--- src/rtl/swap_pkg.sv ---
// Shared constants, bus-source encoding and source-priority helper for the swap datapath.
package swap_pkg;

    localparam int unsigned SWAP_WIDTH = 8;
    localparam int unsigned XFER_W     = 8;
    localparam logic [XFER_W-1:0] XFER_MAX = XFER_W'(255);

    typedef enum logic [2:0] {
        SRC_NONE = 3'd0,
        SRC_EXT  = 3'd1,
        SRC_R1   = 3'd2,
        SRC_R2   = 3'd3,
        SRC_R3   = 3'd4
    } bus_src_e;

    // Fixed priority: Extern > R1out > R2out > R3out.
    function automatic bus_src_e pick_src(input logic ext, input logic r1o,
                                          input logic r2o, input logic r3o);
        bus_src_e s;
        if (ext)      s = SRC_EXT;
        else if (r1o) s = SRC_R1;
        else if (r2o) s = SRC_R2;
        else if (r3o) s = SRC_R3;
        else          s = SRC_NONE;
        return s;
    endfunction

endpackage

--- src/rtl/swap_datapath_if.sv ---
// Strobe/handshake bundle between the swap controller/consumer (master) and the datapath (slave).
interface swap_datapath_if
    import swap_pkg::*;
#(
    parameter int unsigned N = SWAP_WIDTH
);
    logic [N-1:0]      Data;
    logic              Extern;
    logic              R1in, R2in, R3in;
    logic              R1out, R2out, R3out;
    logic              Done;
    logic              Ack;
    logic [N-1:0]      BusWires;
    logic [N-1:0]      Result1, Result2;
    logic              Valid;
    logic              Overrun;
    logic              Conflict;
    logic [XFER_W-1:0] XferCount;

    modport master (
        output Data, Extern, R1in, R2in, R3in, R1out, R2out, R3out, Done, Ack,
        input  BusWires, Result1, Result2, Valid, Overrun, Conflict, XferCount
    );

    modport slave (
        input  Data, Extern, R1in, R2in, R3in, R1out, R2out, R3out, Done, Ack,
        output BusWires, Result1, Result2, Valid, Overrun, Conflict, XferCount
    );

endinterface

--- src/rtl/regn.sv ---
// N-bit register with load enable and asynchronous active-low clear.
module regn #(
    parameter int unsigned N = 8
) (
    input  logic         Clock,
    input  logic         Resetn,
    input  logic         ld,
    input  logic [N-1:0] d,
    output logic [N-1:0] q
);

    always_ff @(posedge Clock or negedge Resetn) begin
        if (!Resetn)  q <= '0;
        else if (ld)  q <= d;
    end

endmodule

--- src/rtl/swap_datapath.sv ---
// Three-register shared-bus datapath executing swap-controller strobes, with Valid/Ack result handshake.
// Optional conflict detection is enabled by defining SWAP_DATAPATH_CONFLICT_CHECK_EN.
module swap_datapath
    import swap_pkg::*;
#(
    parameter int unsigned N = SWAP_WIDTH
) (
    input  logic           Clock,
    input  logic           Resetn,
    swap_datapath_if.slave sw
);

    bus_src_e          src;
    logic [N-1:0]      bus_c;
    logic [N-1:0]      r1_q, r2_q, r3_q;
    logic [N-1:0]      r1_next, r2_next;
    logic              any_load;
    logic [N-1:0]      res1_q, res2_q;
    logic              valid_q;
    logic              overrun_q;
    logic              conflict_q;
    logic [XFER_W-1:0] xfer_q;

    // Bus mux: highest-priority active source, zero when idle.
    always_comb begin
        src   = pick_src(sw.Extern, sw.R1out, sw.R2out, sw.R3out);
        bus_c = '0;
        unique case (src)
            SRC_EXT:  bus_c = sw.Data;
            SRC_R1:   bus_c = r1_q;
            SRC_R2:   bus_c = r2_q;
            SRC_R3:   bus_c = r3_q;
            default:  bus_c = '0;
        endcase
    end

    regn #(.N(N)) u_r1 (.Clock(Clock), .Resetn(Resetn), .ld(sw.R1in), .d(bus_c), .q(r1_q));
    regn #(.N(N)) u_r2 (.Clock(Clock), .Resetn(Resetn), .ld(sw.R2in), .d(bus_c), .q(r2_q));
    regn #(.N(N)) u_r3 (.Clock(Clock), .Resetn(Resetn), .ld(sw.R3in), .d(bus_c), .q(r3_q));

    // Post-edge register values, so Done captures the final swap step.
    assign r1_next  = sw.R1in ? bus_c : r1_q;
    assign r2_next  = sw.R2in ? bus_c : r2_q;
    assign any_load = sw.R1in | sw.R2in | sw.R3in;

    always_ff @(posedge Clock or negedge Resetn) begin
        if (!Resetn) begin
            xfer_q <= '0;
        end else if (any_load && (xfer_q != XFER_MAX)) begin
            xfer_q <= xfer_q + XFER_W'(1);
        end
    end

    // Result handshake: Done has priority over Ack in the same cycle.
    always_ff @(posedge Clock or negedge Resetn) begin
        if (!Resetn) begin
            res1_q    <= '0;
            res2_q    <= '0;
            valid_q   <= 1'b0;
            overrun_q <= 1'b0;
        end else if (sw.Done) begin
            res1_q  <= r1_next;
            res2_q  <= r2_next;
            valid_q <= 1'b1;
            if (valid_q && !sw.Ack) overrun_q <= 1'b1;
        end else if (sw.Ack) begin
            valid_q <= 1'b0;
        end
    end

`ifdef SWAP_DATAPATH_CONFLICT_CHECK_EN
    logic multi_src_c;

    assign multi_src_c = (sw.Extern & (sw.R1out | sw.R2out | sw.R3out))
                       | (sw.R1out  & (sw.R2out | sw.R3out))
                       | (sw.R2out  & sw.R3out);

    always_ff @(posedge Clock or negedge Resetn) begin
        if (!Resetn)          conflict_q <= 1'b0;
        else if (multi_src_c) conflict_q <= 1'b1;
    end
`else
    assign conflict_q = 1'b0;
`endif

    assign sw.BusWires  = bus_c;
    assign sw.Result1   = res1_q;
    assign sw.Result2   = res2_q;
    assign sw.Valid     = valid_q;
    assign sw.Overrun   = overrun_q;
    assign sw.Conflict  = conflict_q;
    assign sw.XferCount = xfer_q;

endmodule

--- src/flat_wrapper.sv ---
// flat-port wrapper written by rule: the top's interface ports become plain ports
module swap_datapath_flat import swap_pkg::*;
#(
    parameter int unsigned N = SWAP_WIDTH
)
  (Clock, Resetn, sw_Data, sw_Extern, sw_R1in, sw_R2in, sw_R3in, sw_R1out, sw_R2out, sw_R3out, sw_Done, sw_Ack, sw_BusWires, sw_Result1, sw_Result2, sw_Valid, sw_Overrun, sw_Conflict, sw_XferCount);
  swap_datapath_if #(.N(N)) sw_i ();
  input  logic Clock;
  input  logic Resetn;
  input wire logic [$bits(sw_i.Data)-1:0] sw_Data;
  input wire logic [$bits(sw_i.Extern)-1:0] sw_Extern;
  input wire logic [$bits(sw_i.R1in)-1:0] sw_R1in;
  input wire logic [$bits(sw_i.R2in)-1:0] sw_R2in;
  input wire logic [$bits(sw_i.R3in)-1:0] sw_R3in;
  input wire logic [$bits(sw_i.R1out)-1:0] sw_R1out;
  input wire logic [$bits(sw_i.R2out)-1:0] sw_R2out;
  input wire logic [$bits(sw_i.R3out)-1:0] sw_R3out;
  input wire logic [$bits(sw_i.Done)-1:0] sw_Done;
  input wire logic [$bits(sw_i.Ack)-1:0] sw_Ack;
  output wire logic [$bits(sw_i.BusWires)-1:0] sw_BusWires;
  output wire logic [$bits(sw_i.Result1)-1:0] sw_Result1;
  output wire logic [$bits(sw_i.Result2)-1:0] sw_Result2;
  output wire logic [$bits(sw_i.Valid)-1:0] sw_Valid;
  output wire logic [$bits(sw_i.Overrun)-1:0] sw_Overrun;
  output wire logic [$bits(sw_i.Conflict)-1:0] sw_Conflict;
  output wire logic [$bits(sw_i.XferCount)-1:0] sw_XferCount;
  assign sw_i.Data = sw_Data;
  assign sw_i.Extern = sw_Extern;
  assign sw_i.R1in = sw_R1in;
  assign sw_i.R2in = sw_R2in;
  assign sw_i.R3in = sw_R3in;
  assign sw_i.R1out = sw_R1out;
  assign sw_i.R2out = sw_R2out;
  assign sw_i.R3out = sw_R3out;
  assign sw_i.Done = sw_Done;
  assign sw_i.Ack = sw_Ack;
  assign sw_BusWires = sw_i.BusWires;
  assign sw_Result1 = sw_i.Result1;
  assign sw_Result2 = sw_i.Result2;
  assign sw_Valid = sw_i.Valid;
  assign sw_Overrun = sw_i.Overrun;
  assign sw_Conflict = sw_i.Conflict;
  assign sw_XferCount = sw_i.XferCount;
  swap_datapath #(.N(N)) u_core (.Clock(Clock), .Resetn(Resetn), .sw(sw_i));
endmodule
--- config.mk ---
export PLATFORM = sky130hd
export DESIGN_NAME = swap_datapath_flat
export DESIGN_NICKNAME = d
export VERILOG_FILES = /design/src/rtl/swap_pkg.sv /design/src/rtl/swap_datapath_if.sv /design/src/rtl/regn.sv /design/src/rtl/swap_datapath.sv /design/src/flat_wrapper.sv
export SDC_FILE = /design/constraint.sdc
export NUM_CORES = 1
export LEC_CHECK = 0
export CAP_MARGIN = 20
export CORE_ASPECT_RATIO = 1.1
export CORE_MARGIN = 2
export CORE_UTILIZATION = 35
export CTS_CLUSTER_SIZE = 14
export DETAILED_ROUTE_END_ITERATION = 10
export RECOVER_POWER = 100
export SLEW_MARGIN = 20
export SYNTH_ARGS = -nofsm -noshare
export SYNTH_HDL_FRONTEND = slang
export SYNTH_SLANG_ARGS = --single-unit
--- constraint.sdc ---
create_clock -name Clock -period 2.8 [get_ports Clock]
set_input_delay 0.42 -clock Clock [delete_from_list [all_inputs] [get_ports Clock]]
set_output_delay 0.42 -clock Clock [all_outputs]
set_load 0.02 [all_outputs]
==> results.json, run 1 <==
{
  "status": "finished, final reports clean",
  "power_density_nw_per_um2": 691,
  "dp_hpwl_mm": 4.14,
  "clockBufferDepth": 2,
  "fin_skew_ns": 0.00356,
  "cts_hold_buf": 0,
  "hold_class": "in2async",
  "cts_buffers": 5,
  "drive_gt1_share_pct": 7.92,
  "layout_min_cycle_time_ns": 2.67,
  "cp_top_family": "buffers and inverters",
  "first_global_vias": 1934,
  "synth_edf_count": 0,
  "cts_tree": "done",
  "postSynthRegisterBits": 50,
  "synth_area_per_cell_um2": 9.98,
  "die_w_um": 82.9,
  "dr.pass1.iters": 4,
  "clkSinkCount": 50,
  "synth_cells": 240,
  "fp.dieH_um": 90.8,
  "synthTopCellsByCount": "50 x dfrtp_1, 33 x nor2_1, 32 x a31oi_1",
  "viasPerCell": 5.26,
  "final_hold_viol_count": 0,
  "cts-root-buf": "clkbuf_8",
  "postCtsSetupBuffers": 0,
  "gr-total-overflow": 0,
  "setup.worst_path.class": "in2out",
  "final_area_um2": 3140,
  "routed_wl_mm": 5.99,
  "ys_warn_count": 0,
  "max_freq_mhz": 375,
  "numPortBuffers": 52,
  "power_leakage_nw": 1.38,
  "initial_core_util_pct": 36.3,
  "grt_usage_pct": 16.3,
  "fin_nets": 322,
  "synth_area_leaders": "dfrtp_1 52%, a31oi_1 8.4%, a21o_1 5.6%",
  "synth.largest_area_cell": "dfrtp_1",
  "slew_violations": 0,
  "ys_async_sr_fraction_pct": 100,
  "htree_levels": 2,
  "slowest_delay_ns": 0.68,
  "ys_seq_area_share_pct": 52.2,
  "vias": 2024,
  "maxSlewHeadroom_pct": 36.7,
  "crit_slowest_cell": "dlygate4sd3_1",
  "fin_tns_setup_ns": 0,
  "worst-path-buf-inv": 3,
  "synth_ff_type": "dfrtp_1",
  "drtIter0Drc": 74,
  "netlist_area_um2": 2390,
  "antenna_found_initial": 0,
  "routedWlPerCell_um": 15.6,
  "synth_top_area_share_pct": 52.2,
  "path_cells": "clkdlybuf4s50_1 > nor4b_4 > buf_4 > nand2_1 > nand2_1 > dlygate4sd3_1",
  "dpl_cell_area_um2": 3070,
  "timing.final.crit_share_pct": 95.2,
  "worst_pin_slew_ns": 0.949,
  "grt_max_degree": 36,
  "io-pin-count": 54,
  "fillers": 647,
  "clk_latency_ns": 0.30,
  "syn_to_final_growth_pct": 31.0,
  "grt_setup_unrepaired": "false",
  "cp.required_ns": 2.38,
  "coreArea_um2": 6590,
  "gp_congestion": 0.785,
  "yosys.cell_types.count": 34,
  "diodes": 0,
  "synth.net_count": 260,
  "die-area_um2": 7520,
  "postRouteAntennaNets": 0,
  "grt_pass1_wl_mm": 9.60,
  "drcViolationCount": 0,
  "post_cts_resized": 0,
  "cp-end-kind": "output pin",
  "drv_cap": 0,
  "yosysMostFrequentCell": "dfrtp_1",
  "crit_path_frequent_cell": "nand2_1",
  "crit_fanout": 9,
  "std_cell_rows": 31,
  "clkTransAtPathRegs_ns": 0.08,
  "setup_viol": 0,
  "hold_slack_ns": 0.199,
  "startpoint_type": "primary input",
  "crit_arrival_ns": 2.25,
  "peakVddDrop_mv": 0.314
}
path summary, 6_finish.rpt:
| check | startpoint | end | slack (ns) | depth (start not counted) |
|---|---|---|---|---|
| worst min-delay path | Resetn | u_core.sw.XferCount[0] | 0.20 | 1 |
| max in group asynchronous | Resetn | u_core.u_r2.q[6] | 1.23 | 2 |
| worst min register to register | u_core.sw.Overrun | u_core.sw.Overrun | 0.47 | 1 |
| worst max-delay path | sw_R1out | sw_BusWires[2] | 0.13 | 6 |
| min in group Clock | u_core.sw.Overrun | u_core.sw.Overrun | 0.47 | 1 |
| worst max register to register | u_core.sw.XferCount[0] | u_core.sw.XferCount[6] | 1.22 | 4 |
kinds of logic after synthesis:
| logic type | count (synthesis) | synth area share, % |
|---|---|---|
| adders and majority gates | 1 | 0.522 |
| and+or+nand+nor | 76 | 16.0 |
| muxes | 4 | 1.88 |
| buffers and inverters | 26 | 5.07 |
| other | 1 | 0.157 |
| xor gates and xnor gates | 3 | 1.10 |
| AOI/OAI and AO/OA | 79 | 23.0 |
| DFF | 50 | 52.2 |
through the flow:
step                setup WS [ns]  power [W]  cells  util [%]
global placement            0.167    0.00173    377      46.6
CTS                         0.134    0.00224    385      48.2
global route               0.0633    0.00231    385      47.6
finish                      0.134    0.00217    385      47.6
floorplan                    1.06    0.00139    240         -
detailed placement          0.141    0.00174    377      46.6
area by class of cell:
cell class / count / area [um^2] / area share [%]
well taps: 82 / 103 / 3.27
multi-input cells: 164 / 1010 / 32.2
inverters: 10 / 37.5 / 1.20
repair buffers: 71 / 628 / 20.0
clock inverters: 1 / 30.0 / 0.957
flip-flops and latches: 50 / 1250 / 39.9
clock buffers: 7 / 76.3 / 2.43
cells in the final DEF, fill, tap and decap left out, types with 2 or more instances in the layout:
| master | Yosys | final |
|---|---|---|
| nand3b_1 | 8 | 8 |
| mux2_2 | 4 | 4 |
| a21o_1 | 18 | 18 |
| nand3_1 | 2 | 2 |
| nand2_1 | 20 | 20 |
| clkdlybuf4s50_1 | 0 | 21 |
| o2bb2ai_1 | 8 | 8 |
| nor2_1 | 33 | 33 |
| a21oi_1 | 9 | 9 |
| buf_4 | 2 | 11 |
| clkbuf_1 | 4 | 10 |
| inv_1 | 10 | 10 |
| dfrtp_1 | 50 | 50 |
| clkbuf_8 | 0 | 5 |
| nand2b_1 | 2 | 2 |
| and2_0 | 0 | 2 |
| xor2_1 | 2 | 2 |
| a31oi_1 | 32 | 32 |
| a211oi_1 | 3 | 3 |
| dlygate4sd3_1 | 0 | 30 |
| nor3_1 | 1 | 2 |
| a22o_1 | 8 | 8 |
power breakdown:
| part | total [W] | internal (W) | switching (W) |
|---|---|---|---|
| Combinational | 0.000699 | 0.000327 | 0.000372 |
| Clock | 0.000497 | 0.000267 | 0.000229 |
| Sequential | 0.000972 | 0.000859 | 0.000113 |
registers in the layout, indices dropped and copies added (netlist names):
name and count:
u_core.sw.Overrun 1, u_core.sw.Result1 8, u_core.sw.Result2 8, u_core.sw.Valid 1, u_core.sw.XferCount 8, u_core.u_r1.q 8, u_core.u_r2.q 8, u_core.u_r3.q 8
per-layer routing:
metal	vias to the layer above	GRT usage (%)	part of all wire (%)
li1	989	-	-
met1	981	21.0	45
met2	48	27.0	49
met3	6	3.38	4.4
met4	0	5.87	1.5
met5	-	0	0
No activity file was read; power rests on OpenSTA's default activity.
==> inputs of run 2 (changes only) <==
--- a/config.mk
+++ b/config.mk
@@ -12,6 +12,7 @@
 export CTS_CLUSTER_SIZE = 14
 export DETAILED_ROUTE_END_ITERATION = 10
 export RECOVER_POWER = 100
+export REMOVE_ABC_BUFFERS = 1
 export SLEW_MARGIN = 20
 export SYNTH_ARGS = -nofsm -noshare
 export SYNTH_HDL_FRONTEND = slang
==> results.json, run 2 (synthesized netlist as in run 1, its figures left out) <==
{
  "status": "finished, final reports clean",
  "dpl_cell_area_um2": 3050,
  "io-pin-count": 54,
  "grt_setup_unrepaired": "false",
  "layout_common_cells": "50 x dfrtp_1, 33 x nor2_1, 32 x a31oi_1",
  "seqPwrFrac_pct": 46.4,
  "drive_gt1_share_pct": 8.33,
  "power_leakage_nw": 1.37,
  "crit_fanout": 16,
  "drtIter0Drc": 152,
  "postRouteAntennaNets": 0,
  "htree_levels": 2,
  "fin_skew_ns": 0.00632,
  "numPortBuffers": 52,
  "setup_viol": 0,
  "mostFrequentLayoutCell": "dfrtp_1",
  "postCtsSetupBuffers": 0,
  "cp.required_ns": 2.38,
  "cts_buffers": 5,
  "gp_congestion": 0.740,
  "clkTransAtPathRegs_ns": 0.10,
  "fin_tns_setup_ns": 0,
  "layout_min_cycle_time_ns": 2.70,
  "die-area_um2": 7520,
  "cts-root-buf": "clkbuf_8",
  "die_w_um": 82.9,
  "wl_met3_um": 427,
  "max_freq_mhz": 371,
  "worst_pin_slew_ns": 1.25,
  "r2r_slack_ns": 1.20,
  "clockBufferDepth": 2,
  "startpoint_type": "primary input",
  "maxSlewHeadroom_pct": 16.8,
  "clkSinkCount": 50,
  "worst_r2r_endpoint": "u_core.sw.XferCount[6]",
  "slew_violations": 0,
  "initial_core_util_pct": 36.3,
  "hold_class": "in2async",
  "cts_tree": "done",
  "gr-total-overflow": 0,
  "dp_hpwl_mm": 4.02,
  "maxUsedRoutingLayer": "met4",
  "crit_arrival_ns": 2.28,
  "switchingPower_w": 0.000741,
  "final_area_um2": 3100,
  "setup.worst_path.class": "in2out",
  "wl_met1_mm": 2.88,
  "p_clk_share_pct": 20.6,
  "grt_pass1_wl_mm": 9.76,
  "dr_wl_met2_mm": 2.49,
  "grt_usage_pct": 16.0,
  "vias": 2013,
  "r2r-start": "u_core.sw.XferCount[0]",
  "clk_latency_ns": 0.31,
  "drv_cap": 0,
  "coreArea_um2": 6590,
  "timing.final.crit_share_pct": 96.3,
  "diodes": 0,
  "routed_wl_mm": 5.87,
  "grt_max_degree": 51,
  "syn_to_final_growth_pct": 29.6,
  "antenna_found_initial": 0,
  "viasPerCell": 5.27,
  "dr.pass1.iters": 4,
  "fin_nets": 319,
  "std_cell_rows": 31,
  "swShare_pct": 35.3,
  "comb_power_share_pct": 33.0,
  "drcViolationCount": 0,
  "cts_hold_buf": 0,
  "post_cts_resized": 0,
  "final_hold_viol_count": 0,
  "p_int_w": 0.00136,
  "routedWlPerCell_um": 15.4,
  "first_global_vias": 1968,
  "rr_worst_depth": 4,
  "peakVddDrop_mv": 0.470,
  "cp-end-kind": "output pin",
  "power_density_nw_per_um2": 676,
  "fp.dieH_um": 90.8
}
## run 2: layout make-up
type                    instances  area [um^2]
multi-input cells             164         1010
clock inverters                 3         21.3
fillers                       641         3490
clock buffers                   5         68.8
well taps                      82          103
flip-flops and latches         50         1250
repair buffers                 68          611
inverters                      10         37.5
## run 2: how the worst max path moves through the flow
stage / to / startpoint / cells past startpoint
6_report: sw_BusWires[4] / sw_Extern / 6
5_1_grt: sw_BusWires[4] / sw_R1out / 6
4_1_cts: sw_BusWires[3] / sw_Extern / 6
3_5_place_dp: sw_BusWires[0] / sw_Extern / 6
3_3_place_gp: sw_BusWires[6] / sw_Extern / 6
2_1_floorplan: sw_BusWires[0] / sw_Extern / 3
## run 2: metrics by stage
stage               power [W]  cells  utilization [%]  hold slack, ns  setup slack (ns)
finish                0.00210    382             47.1           0.445             0.102
global route          0.00222    382             47.1           0.507            0.0327
CTS                   0.00216    382             47.6           0.236             0.125
floorplan             0.00136    224                -           0.124              1.18
global placement      0.00172    374             46.2           0.450             0.148
detailed placement    0.00173    374             46.2           0.462             0.141
## run 2: critical path, stage by stage
cell and delay [ns]:
clkdlybuf4s50_1 0.53, buf_4 0.25, a21oi_1 0.06, a22o_1 0.27
nand2_1 0.09, dlygate4sd3_1 0.67
## run 2: routing by layer
metal,track usage (%),vias to the layer above
met5,0,-
met4,3.42,0
met3,5.39,7
met2,22.8,58
met1,23.6,966
li1,-,982
## run 2: power groups by stage
stage,Clock [W],Sequential (W),Combinational (W)
CTS,0.000445,0.000976,0.000743
global route,0.000469,0.000995,0.000760
detailed placement,0,0.000987,0.000742
global placement,0,0.000988,0.000734
floorplan,0,0.00108,0.000280
finish,0.000433,0.000973,0.000692
==> inputs of run 3 (changes only) <==
--- a/config.mk
+++ b/config.mk
@@ -9,11 +9,12 @@
 export CORE_ASPECT_RATIO = 1.1
 export CORE_MARGIN = 2
 export CORE_UTILIZATION = 35
+export CTS_CLUSTER_DIAMETER = 30
 export CTS_CLUSTER_SIZE = 14
 export DETAILED_ROUTE_END_ITERATION = 10
 export RECOVER_POWER = 100
 export REMOVE_ABC_BUFFERS = 1
-export SLEW_MARGIN = 20
+export SLEW_MARGIN = 40
 export SYNTH_ARGS = -nofsm -noshare
 export SYNTH_HDL_FRONTEND = slang
 export SYNTH_SLANG_ARGS = --single-unit
==> constraint.sdc (replaced) <==
create_clock -name Clock -period 2.8 [get_ports Clock]
set_input_delay 0.84 -clock Clock [delete_from_list [all_inputs] [get_ports Clock]]
set_output_delay 0.84 -clock Clock [all_outputs]
set_load 0.02 [all_outputs]
==> results.json, run 3 (synthesized netlist as in run 1, its figures left out) <==
{
  "setup.worst_path.class": "in2out",
  "layout_min_cycle_time_ns": 2.72,
  "hold_slack_ns": 0.467,
  "clockBufferDepth": 2,
  "crit_path_frequent_cell": "nand2_2",
  "routedWlPerCell_um": 15.5,
  "cp_top_family": "buffers and inverters",
  "gr-total-overflow": 0,
  "max_freq_mhz": 367,
  "vias": 2122,
  "postRouteAntennaNets": 0,
  "worst_pin_slew_ns": 1.16,
  "mostFrequentLayoutCell": "dfrtp_1",
  "cts_buffers": 5,
  "slew_violations": 0,
  "cp-end-kind": "output pin",
  "hold_class": "reg2reg",
  "peakVddDrop_mv": 0.415,
  "syn_to_final_growth_pct": 36.7,
  "power_leakage_nw": 1.51,
  "grt_pass1_wl_mm": 10.6,
  "layout_common_cells": "50 x dfrtp_1, 33 x nor2_1, 32 x a31oi_1",
  "drive_gt1_share_pct": 19.8,
  "power_w": 0.00214,
  "grt_usage_pct": 17.2,
  "drtIter0Drc": 152,
  "die-area_um2": 7520,
  "numPortBuffers": 52,
  "clk_latency_ns": 0.30,
  "path_cells": "dlygate4sd2_1 > nor4b_4 > buf_4 > nand2_2 > nand2_2 > buf_2",
  "grt_max_degree": 31,
  "initial_core_util_pct": 36.3,
  "setup_viol": 0,
  "io-pin-count": 54,
  "viasPerCell": 5.31,
  "std_cell_rows": 31,
  "diodes": 0,
  "gp_congestion": 0.753,
  "grt_setup_unrepaired": "false",
  "dr.pass1.iters": 4,
  "cts_tree": "done",
  "coreArea_um2": 6590,
  "htree_levels": 2,
  "fin_tns_setup_ns": 0,
  "maxSlewHeadroom_pct": 22.6,
  "drcViolationCount": 0,
  "drv_cap": 0,
  "dp_hpwl_mm": 4.35,
  "final_hold_viol_count": 0,
  "final_core_util_pct": 49.7,
  "power_density_nw_per_um2": 654,
  "timing.final.crit_share_pct": 97.3,
  "die_w_um": 82.9,
  "first_global_vias": 2129,
  "antenna_found_initial": 0,
  "cts-root-buf": "clkbuf_8",
  "clkSinkCount": 50,
  "crit_slowest_cell": "nor4b_4",
  "fin_nets": 337,
  "fin_skew_ns": 0.00819,
  "crit_arrival_ns": 1.88,
  "cp.required_ns": 1.96,
  "slowest_delay_ns": 0.29,
  "routed_wl_mm": 6.22,
  "fp.dieH_um": 90.8,
  "fillers": 646,
  "status": "finished, final reports clean",
  "crit_fanout": 4,
  "worst-path-buf-inv": 3,
  "clkTransAtPathRegs_ns": 0.09,
  "startpoint_type": "primary input"
}
==> run 3: changes by cell type in the layout (fill, tap and decap cells not counted), sizes merged <==
| cell | before | now |
|---|---|---|
| clkinvlp | 1 | 0 |
| dlygate4sd3 | 30 | 28 |
| clkdlybuf4s15 | 0 | 1 |
| clkbuf | 12 | 20 |
| buf | 10 | 31 |
| clkdlybuf4s50 | 21 | 11 |
| dlygate4sd2 | 0 | 2 |
| clkinv | 2 | 1 |
==> run 3: layout make-up <==
class | instances | area (um^2) | share of cell area (%)
Sequential cell | 50 | 1250 | 38.2
Tap cell | 82 | 103 | 3.13
Clock buffer | 7 | 86.3 | 2.64
Timing Repair Buffer | 86 | 716 | 21.9
Clock inverter | 1 | 5.00 | 0.153
Multi-Input combinational cell | 164 | 1080 | 32.9
Inverter | 10 | 37.5 | 1.15
==> run 3: report_power, final <==
group / internal (W) / total [W] / switching (W)
clock: 0.000200 / 0.000443 / 0.000242
combinational: 0.000339 / 0.000718 / 0.000380
sequential: 0.000859 / 0.000981 / 0.000122
==> run 3: per-layer routing <==
| metal | share of wire (%) | global-route usage [%] | vias up |
|---|---|---|---|
| li1 | - | - | 1021 |
| met3 | 6.8 | 4.66 | 8 |
| met5 | 0 | 0 | - |
| met2 | 44 | 25.6 | 66 |
| met4 | 1.2 | 4.51 | 0 |
| met1 | 47 | 24.7 | 1027 |
==> run 3: worst paths after layout <==
path,depth (start not counted),endpoint,startpoint,slack [ns]
max in group asynchronous,2,u_core.u_r1.q[7],Resetn,0.69
max,6,sw_BusWires[0],sw_R2out,0.08
min reg2reg,1,u_core.sw.Overrun,u_core.sw.Overrun,0.47
min,1,u_core.sw.Overrun,u_core.sw.Overrun,0.47
max reg2reg,4,u_core.sw.XferCount[6],u_core.sw.XferCount[0],1.15
min in group asynchronous,1,u_core.sw.Valid,Resetn,0.74
==> run 3: through the flow <==
step           area (um^2)  cells  setup WS (ns)
2_1_floorplan         2310    224          0.344
3_3_place_gp          3170    388         -0.610
3_5_place_dp          3170    388         -0.627
4_1_cts               3370    400         0.0286
5_1_grt               3270    400         0.0103
6_report              3270    400         0.0751
==> run 3: timing repair <==
item | 4_1_cts | 5_1_grt
cloned | 1 | 0
hold buffers | 0 | 0
gates resized for setup | 76 | 3
setup buffers | 3 | 0
setup endpoints to repair | 8 | 8
pin swaps | 14 | 1
